`src/rtl/alu_result_tx.sv`:
```
// Serial framer for an 8-bit ALU result plus its Z/N/C/V flags: idle-high line, LSB first, start/stop framed.
// Optional feature macro ALU_TX_PARITY_EN appends an even-parity bit after the flags (15-bit frame instead of 14).
module alu_result_tx #(
    parameter int CLKS_PER_BIT = 4
) (
    input  logic       clk,
    input  logic       rst,
    input  logic [7:0] result,
    input  logic       zero,
    input  logic       negative,
    input  logic       carry,
    input  logic       overflow,
    input  logic       load,
    output logic       ready,
    output logic       tx_out,
    output logic       busy,
    output logic       frame_done
);

    typedef enum logic [2:0] {
        S_IDLE,
        S_START,
        S_DATA,
        S_FLAGS,
        S_PARITY,
        S_STOP
    } state_t;

    localparam logic [7:0] BAUD_LAST   = 8'(CLKS_PER_BIT - 1);
    localparam logic [7:0] BAUD_PENULT = 8'(CLKS_PER_BIT - 2);

    state_t      r_state;
    logic [7:0]  r_baud;
    logic [2:0]  r_bit;
    logic [11:0] r_shift;
    logic        r_ready;
    logic        r_busy;
    logic        r_tx;
    logic        r_done;
`ifdef ALU_TX_PARITY_EN
    logic        r_parity;
`endif

    logic w_baud_wrap;
    assign w_baud_wrap = (r_baud == BAUD_LAST);

    always_ff @(posedge clk) begin
        if (rst) begin
            r_state <= S_IDLE;
            r_baud  <= '0;
            r_bit   <= '0;
            r_shift <= '0;
            r_ready <= 1'b1;
            r_busy  <= 1'b0;
            r_tx    <= 1'b1;
            r_done  <= 1'b0;
`ifdef ALU_TX_PARITY_EN
            r_parity <= 1'b0;
`endif
        end else begin
            r_done <= 1'b0;
            if (r_state == S_IDLE) begin
                if (load) begin
                    r_shift <= {overflow, carry, negative, zero, result};
`ifdef ALU_TX_PARITY_EN
                    r_parity <= ^{overflow, carry, negative, zero, result};
`endif
                    r_baud  <= '0;
                    r_bit   <= '0;
                    r_tx    <= 1'b0;
                    r_ready <= 1'b0;
                    r_busy  <= 1'b1;
                    r_state <= S_START;
                end
            end else if (!w_baud_wrap) begin
                r_baud <= r_baud + 8'd1;
                // frame_done is registered, so it is raised one edge ahead of the stop bit's last cycle.
                if (r_state == S_STOP) r_done <= (r_baud == BAUD_PENULT);
            end else begin
                r_baud <= '0;
                case (r_state)
                    S_START: begin
                        r_tx    <= r_shift[0];
                        r_shift <= r_shift >> 1;
                        r_state <= S_DATA;
                    end
                    S_DATA: begin
                        r_tx    <= r_shift[0];
                        r_shift <= r_shift >> 1;
                        if (r_bit == 3'd7) begin
                            r_bit   <= '0;
                            r_state <= S_FLAGS;
                        end else begin
                            r_bit <= r_bit + 3'd1;
                        end
                    end
                    S_FLAGS: begin
                        if (r_bit == 3'd3) begin
                            r_bit <= '0;
`ifdef ALU_TX_PARITY_EN
                            r_tx    <= r_parity;
                            r_state <= S_PARITY;
`else
                            r_tx    <= 1'b1;
                            r_state <= S_STOP;
                            r_done  <= (BAUD_LAST == 8'd0);
`endif
                        end else begin
                            r_tx    <= r_shift[0];
                            r_shift <= r_shift >> 1;
                            r_bit   <= r_bit + 3'd1;
                        end
                    end
                    S_PARITY: begin
                        r_tx    <= 1'b1;
                        r_state <= S_STOP;
                        r_done  <= (BAUD_LAST == 8'd0);
                    end
                    S_STOP: begin
                        r_state <= S_IDLE;
                        r_ready <= 1'b1;
                        r_busy  <= 1'b0;
                    end
                    default: begin
                        r_state <= S_IDLE;
                        r_ready <= 1'b1;
                        r_busy  <= 1'b0;
                        r_tx    <= 1'b1;
                    end
                endcase
            end
        end
    end

    assign ready      = r_ready;
    assign busy       = r_busy;
    assign tx_out     = r_tx;
    assign frame_done = r_done;

endmodule

```
`config.mk`:
```
export PLATFORM = sky130hd
export DESIGN_NAME = alu_result_tx
export DESIGN_NICKNAME = d
export VERILOG_FILES = /design/src/rtl/alu_result_tx.sv
export SDC_FILE = /design/constraint.sdc
export NUM_CORES = 1
export LEC_CHECK = 0
export BUFFER_PORTS_ARGS = -buffer_cell sky130_fd_sc_hd__buf_2
export CAP_MARGIN = 10
export CORE_MARGIN = 3
export CORE_UTILIZATION = 40
export CTS_BUF_LIST = sky130_fd_sc_hd__clkbuf_4 sky130_fd_sc_hd__clkbuf_8
export CTS_CLUSTER_DIAMETER = 60
export DETAILED_ROUTE_END_ITERATION = 7
export GPL_ROUTABILITY_DRIVEN = 0
export PLACE_DENSITY = 0.66
export SETUP_SLACK_MARGIN = 0.4
export SLEW_MARGIN = 20
export SYNTH_ARGS = -nofsm -noshare
export SYNTH_HDL_FRONTEND = slang
export SYNTH_SLANG_ARGS = --single-unit
```
`constraint.sdc`:
```
create_clock -name clk -period 2.25 [get_ports clk]
set_input_delay 0.45 -clock clk [delete_from_list [all_inputs] [get_ports clk]]
set_output_delay 0.45 -clock clk [all_outputs]
set_load 0.01 [all_outputs]
```
==> results.py <==
metrics = {
    "status": {
        "status": "complete, no violations",
    },
    "die": {
        "start_util_pct": 42.7,
        "core_um2": 4120,
        "io_pins": 19,
        "die-area_um2": 5230,
        "fp.dieW_um": 72.3,
        "rows": 23,
        "die_y_um": 72.3,
    },
    "sta": {
        "tns_ns": 0,
        "hold_viol": 0,
        "finalCriticalPeriod_ns": 1.73,
        "setup_viol": 0,
        "worst_slew_pin_slew_ns": 0.504,
        "drv_slew": 0,
        "min_period_over_period_pct": 77.0,
        "relSlewSlack_pct": 66.3,
        "clock_skew_ns": 0.00625,
        "rsz0062_at_grt": "no",
        "max_freq_mhz": 577,
        "timing.final.ws_setup_ns": 0.518,
    },
    "yosys": {
        "async_flop_share_pct": 0,
        "synth_xor_area_share_pct": 0.498,
        "synth-compound-area-share_pct": 26.6,
        "ys_types": 53,
        "synth_nets": 220,
        "synth_edf_count": 0,
        "synth_top_family_by_area": "compound AO/OA/AOI/OAI gates",
        "synthesis.area_um2": 1760,
        "synth_simple_gate_area_share_pct": 20.5,
        "synthAdderAreaFrac_pct": 4.27,
        "synth_top_flop_cell": "dfxtp_1",
        "ys_ff_latch": 30,
        "ys_seq_area_share_pct": 34.1,
        "synthMuxAreaShare_pct": 7.47,
        "yosys_warnings": 0,
        "syn_area_per_cell_um2": 8.84,
        "netlist_instances": 199,
    },
    "clocking": {
        "clock_path_buffers": 2,
        "clk_pin_slew_ns": 0.07,
        "clockRootBuffer": "clkbuf_8",
        "cts_buffers": 5,
        "clk_latency_ns": 0.28,
        "cts_setup_buffers": 0,
        "htreeDepth": 2,
        "clkSinkCount": 30,
        "cts_tree": "built",
    },
    "finish": {
        "final_core_util_pct": 49.4,
        "syn_to_final_growth_pct": 15.6,
        "nNetsFinal": 241,
        "drive_gt1_share_pct": 30.3,
        "final_area_um2": 2030,
        "antenna_cells": 0,
    },
    "power": {
        "powerDensity_nw_per_um2": 605,
        "leakage_nw": 0.798,
        "p_total_mw": 1.23,
        "max-vdd-ir-drop_mv": 0.302,
    },
    "route": {
        "wl_um": 3840,
        "wl_per_cell_um": 14.2,
        "firstDrtPassIters": 4,
        "drt_iter0_drc": 89,
        "drc": 0,
        "vias_per_cell": 5.68,
        "antenna_left": 0,
        "vias": 1540,
    },
    "global_route": {
        "grt_max_degree": 20,
        "grt_pass1_wl_um": 6750,
        "antenna_found_initial": 0,
        "grt_pass1_vias": 1456,
        "grt_overflow": 0,
        "grt_use_met1_pct": 23.2,
        "met2_usage_pct": 23.3,
        "grt-busiest-layer": "met2",
        "use_met3_pct": 3.60,
        "grt_use_total_pct": 16.2,
    },
    "job": {
        "cap_violations": 0,
    },
    "placement": {
        "dp_hpwl_um": 2720,
        "place_area_um2": 1890,
        "dp_slack_ns": 0.346,
        "portBuffers": 18,
    },
    "worst_setup_path": {
        "cp.required_ns": 2.45,
        "crit_start": "r_bit[0]",
        "crit_fanout": 6,
        "worstSetupEndpointType": "register",
        "worstSetupStartpointType": "register",
        "crit_type": "reg2reg",
        "rrSetupSlack_ns": 0.52,
        "r2r-start": "r_bit[0]",
        "cp_data_arrival_time_ns": 1.93,
    },
    "hold_path": {
        "hp-start": "busy",
        "hp-class": "reg2reg",
    },
}
[routing by layer]
metal	vias to the layer above	share of wire [%]
met5	-	0
li1	785	-
met2	37	45
met4	0	1.8
met1	709	47
met3	9	5.5
[where the power goes]
part           total (mW)  leakage (nW)  internal (mW)  switching [mW]
Sequential          0.577         0.247          0.560          0.0174
Clock               0.461        0.0472          0.246           0.215
Combinational       0.193         0.504         0.0847           0.109
Total                1.23         0.798          0.890           0.341
[cells by family (layout without fill, tap and decap cells)]
| family | after synthesis | in the layout |
|---|---|---|
| AO/OA/AOI/OAI | 66 | 66 |
| XOR/XNOR | 1 | 1 |
| adder cells (fa/ha/maj) | 6 | 6 |
| buffers and inverters | 20 | 42 |
| flip-flops | 30 | 30 |
| multiplexers | 13 | 13 |
| AND/OR/NAND/NOR | 63 | 63 |
[path summary, 6_finish.rpt]
kind	end	depth (start not counted)
hold reg to reg	busy	2
setup reg to reg	r_shift[0]	7
hold / removal	busy	2
setup / recovery	r_shift[0]	7
[metrics by stage]
step | hold WS [ns] | std cells
6_report | 0.503 | 271
3_3_place_gp | 0.486 | 262
3_5_place_dp | 0.489 | 262
5_1_grt | 0.515 | 271
4_1_cts | 0.498 | 270
2_1_floorplan | 0.468 | 199
[cells in the mapped netlist, drive strengths merged, types with 2 or more instances]
cell type / number / area share, %
nor2: 15 / 3.2
ha: 6 / 4.3
nand3: 9 / 2.6
nor3: 3 / 0.85
o21bai: 2 / 0.85
mux2i: 12 / 6.8
a31oi: 7 / 2.5
and2: 2 / 0.78
inv: 6 / 1.3
and3: 3 / 1.1
nand4: 2 / 0.71
o21ai: 9 / 2.8
o22ai: 2 / 0.71
a31o: 2 / 1.0
a21oi: 23 / 6.5
buf: 7 / 2.9
a211oi: 14 / 8.8
nor4: 3 / 2.3
clkbuf: 7 / 2.3
dfxtp: 30 / 34
nand2b: 2 / 0.71
nand2: 12 / 2.6
or4: 4 / 1.9
[repair_timing]
item / CTS / global route
setup endpoints to repair: 11 / 17
gates cloned: 0 / 1
gates resized for setup: 3 / 11
hold buffers: 0 / 0
[state kept, by name (all words and copies together) (netlist names)]
signal / flops
r_bit: 3
r_shift: 12
frame_done: 1
r_baud: 8
r_state: 3
ready: 1
busy: 1
tx_out: 1
[area by class of cell]
type,instances,area [um2]
timing repair buffer,28,165
clock buffer,6,82.6
clock inverter,2,12.5
multi-input combinational,149,1080
fill,396,2080
tap,50,62.6
sequential,30,604
inverter,6,22.5
[worst max-delay path, cell delays in order, from the launching register on]
cell and delay (ns):
dfxtp_1 0.33, ha_1 0.24, ha_2 0.21, a31o_2 0.28, nor2_4 0.15, buf_4 0.16
a21oi_1 0.08, a211oi_2 0.20
[placed cells by master, fill, tap and decap left out, types with 2 or more instances in the layout]
master,synthesis,layout
nand3_1,9,9
a211oi_1,4,3
inv_1,6,6
nand2b_1,2,2
a31o_2,2,2
and3_1,2,2
clkbuf_8,1,6
buf_2,2,18
buf_4,2,10
dfxtp_2,0,3
a21oi_1,23,23
o22ai_1,2,2
nand2_1,12,12
nor3_1,3,2
mux2i_1,12,12
nor2_1,15,14
o21bai_1,2,2
o21ai_0,8,7
ha_1,6,4
a211oi_2,10,11
a31oi_1,7,7
or4_1,3,3
dfxtp_1,30,27
nand4_1,2,2
Power figures use the tool's default switching activity.
